## src/rtl/countdown_timer_controller.sv

```systemverilog
// Countdown timer: prescaled down-counter with IDLE/RUN/PAUSE/EXPIRED control and a registered done pulse.
// Define COUNTDOWN_AUTO_RELOAD_EN to reload from the preset after the terminal tick instead of expiring.
module countdown_timer_controller #(
  parameter int WIDTH    = 16,
  parameter int TICK_DIV = 1
) (
  input  logic             clk,
  input  logic             reset_n,
  input  logic             start,
  input  logic             stop,
  input  logic             clear,
  input  logic             load,
  input  logic [WIDTH-1:0] load_value,
  output logic [WIDTH-1:0] count,
  output logic             running,
  output logic             expired,
  output logic             done
);

  localparam logic [1:0] IDLE    = 2'd0;
  localparam logic [1:0] RUN     = 2'd1;
  localparam logic [1:0] PAUSE   = 2'd2;
  localparam logic [1:0] EXPIRED = 2'd3;

  localparam int PW = (TICK_DIV > 1) ? $clog2(TICK_DIV) : 1;
  localparam logic [PW-1:0] TICK_LAST = PW'(TICK_DIV - 1);

  logic [1:0]       state, state_d;
  logic [WIDTH-1:0] count_d;
  logic [WIDTH-1:0] reload, reload_d;
  logic [PW-1:0]    presc, presc_d;
  logic             done_d;
  logic             tick;

  assign tick    = (presc == TICK_LAST);
  assign running = (state == RUN);
  assign expired = (state == EXPIRED);

  always_comb begin
    state_d  = state;
    count_d  = count;
    reload_d = reload;
    presc_d  = presc;
    done_d   = 1'b0;
    case (state)
      IDLE: begin
        presc_d = '0;
        if (clear) begin
          count_d = '0;
        end else if (load) begin
          count_d  = load_value;
          reload_d = load_value;
        end else if (start && (count != '0)) begin
          state_d = RUN;
        end
      end
      RUN: begin
        if (clear) begin
          state_d = IDLE;
          count_d = '0;
          presc_d = '0;
        end else if (stop) begin
          // prescaler phase is held so a resume continues mid-period
          state_d = PAUSE;
        end else begin
          presc_d = tick ? '0 : presc + 1'b1;
          if (tick) begin
            if (count > WIDTH'(1)) begin
              count_d = count - 1'b1;
            end else if (count == WIDTH'(1)) begin
              count_d = '0;
              done_d  = 1'b1;
`ifndef COUNTDOWN_AUTO_RELOAD_EN
              state_d = EXPIRED;
`endif
            end
`ifdef COUNTDOWN_AUTO_RELOAD_EN
            else begin
              count_d = reload;
            end
`endif
          end
        end
      end
      PAUSE: begin
        if (clear) begin
          state_d = IDLE;
          count_d = '0;
          presc_d = '0;
        end else if (start) begin
          state_d = RUN;
        end
      end
      default: begin
        presc_d = '0;
        if (clear) begin
          state_d = IDLE;
          count_d = '0;
        end else if (load) begin
          state_d  = IDLE;
          count_d  = load_value;
          reload_d = load_value;
        end
      end
    endcase
  end

  always_ff @(posedge clk or negedge reset_n) begin
    if (!reset_n) begin
      state  <= IDLE;
      count  <= '0;
      reload <= '0;
      presc  <= '0;
      done   <= 1'b0;
    end else begin
      state  <= state_d;
      count  <= count_d;
      reload <= reload_d;
      presc  <= presc_d;
      done   <= done_d;
    end
  end

endmodule
```

## config.mk

```make
export PLATFORM = sky130hd
export DESIGN_NAME = countdown_timer_controller
export DESIGN_NICKNAME = d
export VERILOG_FILES = /design/src/rtl/countdown_timer_controller.sv
export SDC_FILE = /design/constraint.sdc
export NUM_CORES = 1
export LEC_CHECK = 0
export ABC_AREA = 1
export CAP_MARGIN = 20
export CELL_PAD_IN_SITES_DETAIL_PLACEMENT = 1
export CELL_PAD_IN_SITES_GLOBAL_PLACEMENT = 2
export CORE_UTILIZATION = 25
export CTS_CLUSTER_DIAMETER = 120
export DETAILED_ROUTE_END_ITERATION = 10
export PLACE_DENSITY = 0.77
export SLEW_MARGIN = 20
export SYNTH_ARGS = -nofsm -noshare
export SYNTH_HDL_FRONTEND = slang
export SYNTH_SLANG_ARGS = --single-unit
```

## constraint.sdc

```tcl
create_clock -name clk -period 2 [get_ports clk]
set_input_delay 0.3 -clock clk [delete_from_list [all_inputs] [get_ports clk]]
set_output_delay 0.3 -clock clk [all_outputs]
set_load 0.05 [all_outputs]
```

==> impl_metrics.prom <==
# TYPE chip_impl_metric gauge
chip_impl_info{name="status",value="completed"} 1
chip_impl_metric{name="initial_antenna_violation_count",unit=""} 0
chip_impl_metric{name="setup_viol",unit=""} 0
chip_impl_metric{name="gr_overflow_total",unit=""} 0
chip_impl_metric{name="boundaryPins",unit=""} 41
chip_impl_metric{name="postSynth.asyncResetShare",unit=""} 1.00
chip_impl_metric{name="final_replace_weighted_congestion",unit=""} 0.744
chip_impl_metric{name="slew-limit-headroom",unit=""} 0.660
chip_impl_metric{name="timing.final.hold_violations",unit=""} 0
chip_impl_metric{name="cts.sinks",unit=""} 19
chip_impl_metric{name="critical_path_required",unit="ps"} 1700
chip_impl_metric{name="simple_gate_fraction_of_synth_area",unit=""} 0.482
chip_impl_info{name="ys.flop_type",value="sky130_fd_sc_hd__dfrtp_1"} 1
chip_impl_metric{name="post_route_cells_drive_above_1_share",unit=""} 0.0912
chip_impl_metric{name="crit_path_max_fanout",unit=""} 5
chip_impl_info{name="type_of_the_worst_setup_path",value="reg -> out"} 1
chip_impl_metric{name="floorplan.initialDensity",unit=""} 0.259
chip_impl_metric{name="syn-mean-instance-area",unit="sq um"} 6.44
chip_impl_metric{name="synth-seq-area-share",unit=""} 0.312
chip_impl_metric{name="grt_max_degree",unit=""} 20
chip_impl_metric{name="drt-pass1-iter-count",unit=""} 4
chip_impl_metric{name="layout.cell_area.non_filler",unit="sq mm"} 0.00211
chip_impl_info{name="cts_root_buffer",value="sky130_fd_sc_hd__clkbuf_8"} 1
chip_impl_info{name="critPathCaptureType",value="output pin"} 1
chip_impl_metric{name="placement.io_buffers",unit=""} 40
chip_impl_metric{name="setup_total_negative_slack",unit="ps"} 0
chip_impl_metric{name="syn_nets",unit=""} 266
chip_impl_metric{name="grt_pass1_wl",unit="um"} 7670
chip_impl_metric{name="cts_setup_buffers",unit=""} 0
chip_impl_metric{name="timing.critical_path.slowest_cell_delay",unit="ps"} 860
chip_impl_metric{name="cts.reportedPaths.clkPinSlew",unit="ps"} 80
chip_impl_metric{name="final.fill_count",unit=""} 764
chip_impl_metric{name="cp.buffers_inverters",unit=""} 1
chip_impl_metric{name="fin_crit_sh",unit=""} 0.961
chip_impl_metric{name="worstPathArrival",unit="ps"} 1620
chip_impl_metric{name="num_antenna_cells",unit=""} 0
chip_impl_metric{name="synth_enable_flop_cells",unit=""} 0
chip_impl_metric{name="ctsLongestPathBuffers",unit=""} 2
chip_impl_info{name="worstPathCellList",value="clkdlybuf4s50_1"} 1
chip_impl_metric{name="die_area",unit="sq mm"} 0.00642
chip_impl_metric{name="synthesis.yosys.warnings",unit=""} 0
chip_impl_metric{name="synth-seq-cells",unit=""} 19
chip_impl_metric{name="finalMaxSlewViolations",unit=""} 0
chip_impl_metric{name="leakage",unit="uW"} 0.00110
chip_impl_metric{name="layout_min_cycle_time",unit="ps"} 1920
chip_impl_metric{name="total_core_area",unit="sq mm"} 0.00589
chip_impl_metric{name="htree_levels",unit=""} 1
chip_impl_info{name="grt_setup_unrepaired",value="no"} 1
chip_impl_metric{name="dr_total_vias",unit=""} 1583
chip_impl_metric{name="clkLatencyLatePin",unit="ps"} 260
chip_impl_metric{name="first_global_vias",unit=""} 1595
chip_impl_metric{name="detailed_place_hpwl",unit="um"} 3390
chip_impl_metric{name="finalClockSkew",unit="ps"} 5.23
chip_impl_info{name="type_of_the_tightest_min_delay_check",value="in -> async"} 1
chip_impl_metric{name="syn-instance-count",unit=""} 237
chip_impl_info{name="largest_family_of_logic_cells_by_synthesized_area",value="simple AND/OR/NAND/NOR gates"} 1
chip_impl_metric{name="synth_area",unit="sq mm"} 0.00153
chip_impl_metric{name="clock.fmax",unit="GHz"} 0.520
chip_impl_metric{name="drtIter0Drc",unit=""} 23
chip_impl_metric{name="synth-xor-area-share",unit=""} 0.0402
chip_impl_metric{name="die_y",unit="um"} 80.1
chip_impl_metric{name="layout_nets",unit=""} 315
chip_impl_metric{name="antenna_violating_nets_post_route",unit=""} 0
chip_impl_metric{name="place_area",unit="sq mm"} 0.00205
chip_impl_metric{name="avgViaCountPerCell",unit=""} 4.40
chip_impl_metric{name="overall_track_demand_over_capacity_in_global_routing",unit=""} 0.155
chip_impl_metric{name="totalWireLength",unit="um"} 4500
chip_impl_metric{name="drc",unit=""} 0
chip_impl_metric{name="report.power.total",unit="uW"} 3380
chip_impl_info{name="cpLargestDelayFamily",value="buffers and inverters"} 1
chip_impl_metric{name="area.growth.synth_to_final",unit="%"} 38.3
chip_impl_info{name="critical_path.startpoint_type",value="flop"} 1
chip_impl_metric{name="max_cap_viol_count",unit=""} 0
chip_impl_metric{name="synth.mux.area_fraction",unit=""} 0
chip_impl_metric{name="die_width",unit="um"} 80.1
chip_impl_metric{name="yosysUniqueCellTypes",unit=""} 23
chip_impl_metric{name="power.density",unit="mW/mm^2"} 1600
chip_impl_metric{name="cts_buffers",unit=""} 3
chip_impl_metric{name="vdd_drop_max",unit="mV"} 0.587
chip_impl_metric{name="drt-wirelength-per-cell",unit="um"} 12.5
chip_impl_info{name="cts_tree",value="yes"} 1
chip_impl_info{name="cpMaxStageDelayCell",value="sky130_fd_sc_hd__clkdlybuf4s50_1"} 1
chip_impl_metric{name="num_rows",unit=""} 28
chip_impl_metric{name="max_slew.worst_pin.slew",unit="ps"} 508
chip_impl_metric{name="area_fraction_in_compound_gates_after_synthesis",unit=""} 0.0509
chip_impl_metric{name="synth_fa_ha_area_frac",unit=""} 0.0574
-- cell families after synthesis --
logic type      after synthesis
compound gates               13
fa+ha+maj                     7
simple gates                170
buf+inv                      21
xor+xnor                      7
flops                        19
-- sequential cells by signal (all words and copies together) (netlist names) --
name   flops
count     16
state      2
done       1
-- metal layers --
metal | track usage | part of all wire | wire, um
met4 | 0.0411 | 0.0067 | 30
met2 | 0.266 | 0.47 | 2100
met5 | 0 | 0 | 0
met3 | 0.0170 | 0.031 | 140
met1 | 0.205 | 0.49 | 2230
-- area by class of cell --
type / instances / area, sq um / area share
flip-flops and latches: 19 / 475 / 0.225
clock buffers: 4 / 45.0 / 0.0214
inverters: 18 / 67.6 / 0.0320
well taps: 75 / 93.8 / 0.0445
multi-input cells: 197 / 980 / 0.464
repair buffers: 47 / 448 / 0.212
-- synthesized netlist by cell type, types with 3 or more instances --
cell type / count / area (sq um)
sky130_fd_sc_hd__a21oi_1: 3 / 15.0
sky130_fd_sc_hd__dfrtp_1: 19 / 475
sky130_fd_sc_hd__ha_1: 7 / 87.6
sky130_fd_sc_hd__inv_1: 18 / 67.6
sky130_fd_sc_hd__nand2_1: 125 / 469
sky130_fd_sc_hd__nand3_1: 9 / 45.0
sky130_fd_sc_hd__nand3b_1: 3 / 22.5
sky130_fd_sc_hd__nor2_1: 21 / 78.8
sky130_fd_sc_hd__nor2_2: 4 / 25.0
sky130_fd_sc_hd__o21ai_0: 8 / 40.0
sky130_fd_sc_hd__xor2_1: 5 / 43.8
-- path summary, 6_finish.rpt --
kind                       startpoint         to  slack, ps  cells after the start
min                           reset_n  count[12]        390                      2
min reg2reg                  count[1]   count[1]        550                      2
max in group asynchronous     reset_n   count[2]       1380                      2
min in group clk             count[1]   count[1]        550                      2
max                          count[8]   count[8]         80                      1
max reg2reg                  state[1]  count[11]        270                     10
-- worst reg2reg max path: stages, from the launching register on --
cell and delay, ps:
sky130_fd_sc_hd__dfrtp_1 430, sky130_fd_sc_hd__inv_1 90, sky130_fd_sc_hd__ha_1 310, sky130_fd_sc_hd__inv_1 60, sky130_fd_sc_hd__nor3_2 200, sky130_fd_sc_hd__nand2_1 120, sky130_fd_sc_hd__nor2_4 210, sky130_fd_sc_hd__nand2_1 80
sky130_fd_sc_hd__nand2_1 60, sky130_fd_sc_hd__nand2_1 50, sky130_fd_sc_hd__nand2_1 60
-- where the power goes --
part / switching, uW / leakage (uW) / internal, uW
sequential: 212 / 0.000252 / 520
combinational: 1550 / 0.000823 / 814
clock: 145 / 0.0000228 / 142
-- layout by cell type (no fill, tap or decap), types with 2 or more instances in the layout --
cell type,count
sky130_fd_sc_hd__nand2_4,2
sky130_fd_sc_hd__xor2_1,5
sky130_fd_sc_hd__nor2_1,21
sky130_fd_sc_hd__o21ai_0,8
sky130_fd_sc_hd__nand3_1,8
sky130_fd_sc_hd__nand2_1,125
sky130_fd_sc_hd__clkdlybuf4s50_1,38
sky130_fd_sc_hd__nand3b_1,3
sky130_fd_sc_hd__clkbuf_8,3
sky130_fd_sc_hd__nand3_4,2
sky130_fd_sc_hd__a21oi_1,3
sky130_fd_sc_hd__nor2_2,3
sky130_fd_sc_hd__dfrtp_1,19
sky130_fd_sc_hd__inv_1,18
sky130_fd_sc_hd__buf_4,9
sky130_fd_sc_hd__ha_1,6
sky130_fd_sc_hd__xnor2_1,2
-- per-stage QoR --
stage / instances / hold slack [ps] / util / setup slack, ps
2_1_floorplan: 237 / 4.41 / - / 70.7
3_3_place_gp: 356 / 519 / 0.348 / 161
3_5_place_dp: 356 / 527 / 0.348 / 117
4_1_cts: 360 / 396 / 0.356 / 58.2
5_1_grt: 360 / 421 / 0.358 / 14.4
6_report: 360 / 391 / 0.358 / 78.6
-- what timing repair did --
action                                  4_1_cts  5_1_grt
resized for setup                             0        3
endpoints found under the hold margin         0        0
endpoints found under the setup margin        0       16
hold buffers                                  0        0
No activity file was read; power rests on OpenSTA's default activity.
==> RTL change: new RTL, same flow settings <==
Put a register stage on the output `expired`, with the module's reset. The value now appears one clock later. The other outputs are not delayed to match.
--- a/src/rtl/countdown_timer_controller.sv
+++ b/src/rtl/countdown_timer_controller.sv
@@ -36,3 +36,9 @@
   assign running = (state == RUN);
-  assign expired = (state == EXPIRED);
+  always_ff @(posedge clk or negedge reset_n) begin
+    if (!reset_n) begin
+      expired <= '0;
+    end else begin
+      expired <= (state == EXPIRED);
+    end
+  end
 
Formal check against the unedited RTL: not equivalent (a bounded check fails within 4 cycles, from zero or initial values and one cycle with reset_n low).
==> RTL change against the original RTL <==
Sequential cell count is 1 higher. Routed wire length up 3.2%. Setup slack better by 7.0 ps. Area after synthesis grew 3.6%. Non-clock buffer count up 1. First-iteration DRC count increased by 61%. Power increased by 6.9%. Cell area up 2.6%.
==> RTL change: results (changes against the original RTL) <==
all-layer global routing usage -> 15.3% (-0.21 points)
Slew @ Worst Pin -> 502 ps (-5.55 ps)
flop2flop setup slack -> 230 ps (-40 ps)
Synth area leaders -> dfrtp_1, nand2_1, ha_1, nor2_1, inv_1
CTS buffer count -> 3 (unchanged)
final RePlAce weighted congestion -> 0.749 (+0.71%)
WL per Instance -> 12.8 microns (+2.1%)
deepest clock path buffer count -> 2 (unchanged)
CTS H-tree lvls -> 1 (unchanged)
asr flop ratio synth -> 100% (unchanged)
Post-synth top cells -> nand2_1, nor2_1, dfrtp_1
dpl cells -> 360 (+1.1%)
CP Max Fanout -> 6 (+1)
FF-to-FF path depth -> 9 (-1)
clock root buffer -> clkbuf_8
sequential-to-total area share from yosys stat -> 31.7% (+0.50 points)
Most used DFF post-synth -> dfrtp_1
Unique masters post-synth -> 24 (+4.3%)
initial antenna violation count -> 0 (unchanged)
status -> finished, final reports clean
Worst R2R End -> count[2]
post-synth net total -> 269 (+1.1%)
nets -> 319 (+1.3%)
IO buf count -> 40 (unchanged)
pre-CTS setup slack -> 186 ps (+68.5 ps)
Reg2Reg Launch Point -> count[0]
largest net degree at the start of global routing -> 21 (+5.0%)
n_diodes -> 0 (unchanged)
CP Data Arrival Time -> 1610 ps
min-delay worst type -> primary input to asynchronous set/reset pin
Reg clk slew, reported paths -> 90 ps
CP max stage delay -> 850 ps
total of warnings raised by yosys -> 0 (unchanged)
Pre-antenna DRT Iters -> 4 (unchanged)
# Post-CTS Setup Buffers -> 0 (unchanged)
routed vias -> 1,594 (+0.69%)
top flop regs -> count (16), state (2)
slowest stage cell, crit path -> clkdlybuf4s50_1
share of cells above drive strength 1 -> 8.65% (-0.47 points)
Top delay family on crit path -> buffers and inverters
Skew-Pair Late Insertion Delay -> 270 ps
DRT iter0 DRCs -> 37 (+61%)
clk_skew -> 2.41 ps (-2.82 ps)
VDD IR-drop max -> 0.610 mV (+3.9%)
CTS resizes -> 0 (unchanged)
first-pass GRT wire length -> 7740 microns (+0.90%)
leak pwr -> 1.13 nW (+3.2%)
final WL -> 4650 microns (+3.2%)
detailed placement HPWL -> 3530 microns (+4.0%)
Avg Cell Area, Syn -> 6.58 sq um (+2.3%)
[RTL change: cells by family (layout without fill, tap and decap cells)]
kind of cell	after synthesis	in the layout	synth area share (%)
AO/OA/AOI/OAI	12	12	4.59
flip-flops	20	20	31.7
buffers and inverters	21	70	5.70
AND/OR/NAND/NOR	173	173	48.6
XOR/XNOR	7	7	3.88
adder cells (fa/ha/maj)	7	7	5.54
[RTL change: area by class of cell]
type,instances,area (sq um)
fill,774,3860
multi-input combinational,199,990
sequential,20,500
timing repair buffer,48,458
tap,75,93.8
inverter,18,67.6
clock buffer,4,55.1
[RTL change: report_power, final]
group	internal, mW	switching, mW
Sequential	0.550	0.210
Clock	0.176	0.157
Combinational	0.868	1.65
[RTL change: routing by layer]
layer,share of wire (%),global-route usage [%]
met3,2.6,2.33
met1,48,19.5
met5,0,0
met2,49,27.0
met4,0.73,3.21
[RTL change: through the flow]
stage | cell area [sq um] | utilization (%) | power (mW) | hold slack [ps]
5_1_grt | 2160 | 35.9 | 3.97 | 402
2_1_floorplan | 1580 | - | 2.56 | 4.41
6_report | 2160 | 35.9 | 3.61 | 389
4_1_cts | 2160 | 35.9 | 3.69 | 391
3_5_place_dp | 2110 | 35.0 | 3.33 | 529
3_3_place_gp | 2110 | 35.0 | 3.30 | 521
[RTL change: worst max-delay path by stage]
stage	slack, ps	cells past startpoint	start	end
after floorplan	100	9	state[1]	state[1]
after CTS	60	1	count[7]	count[7]
after global placement	190	9	clear	state[1]
after global routing	20	9	count[0]	count[6]
after detailed placement	190	9	clear	state[0]
final	90	1	count[7]	count[7]
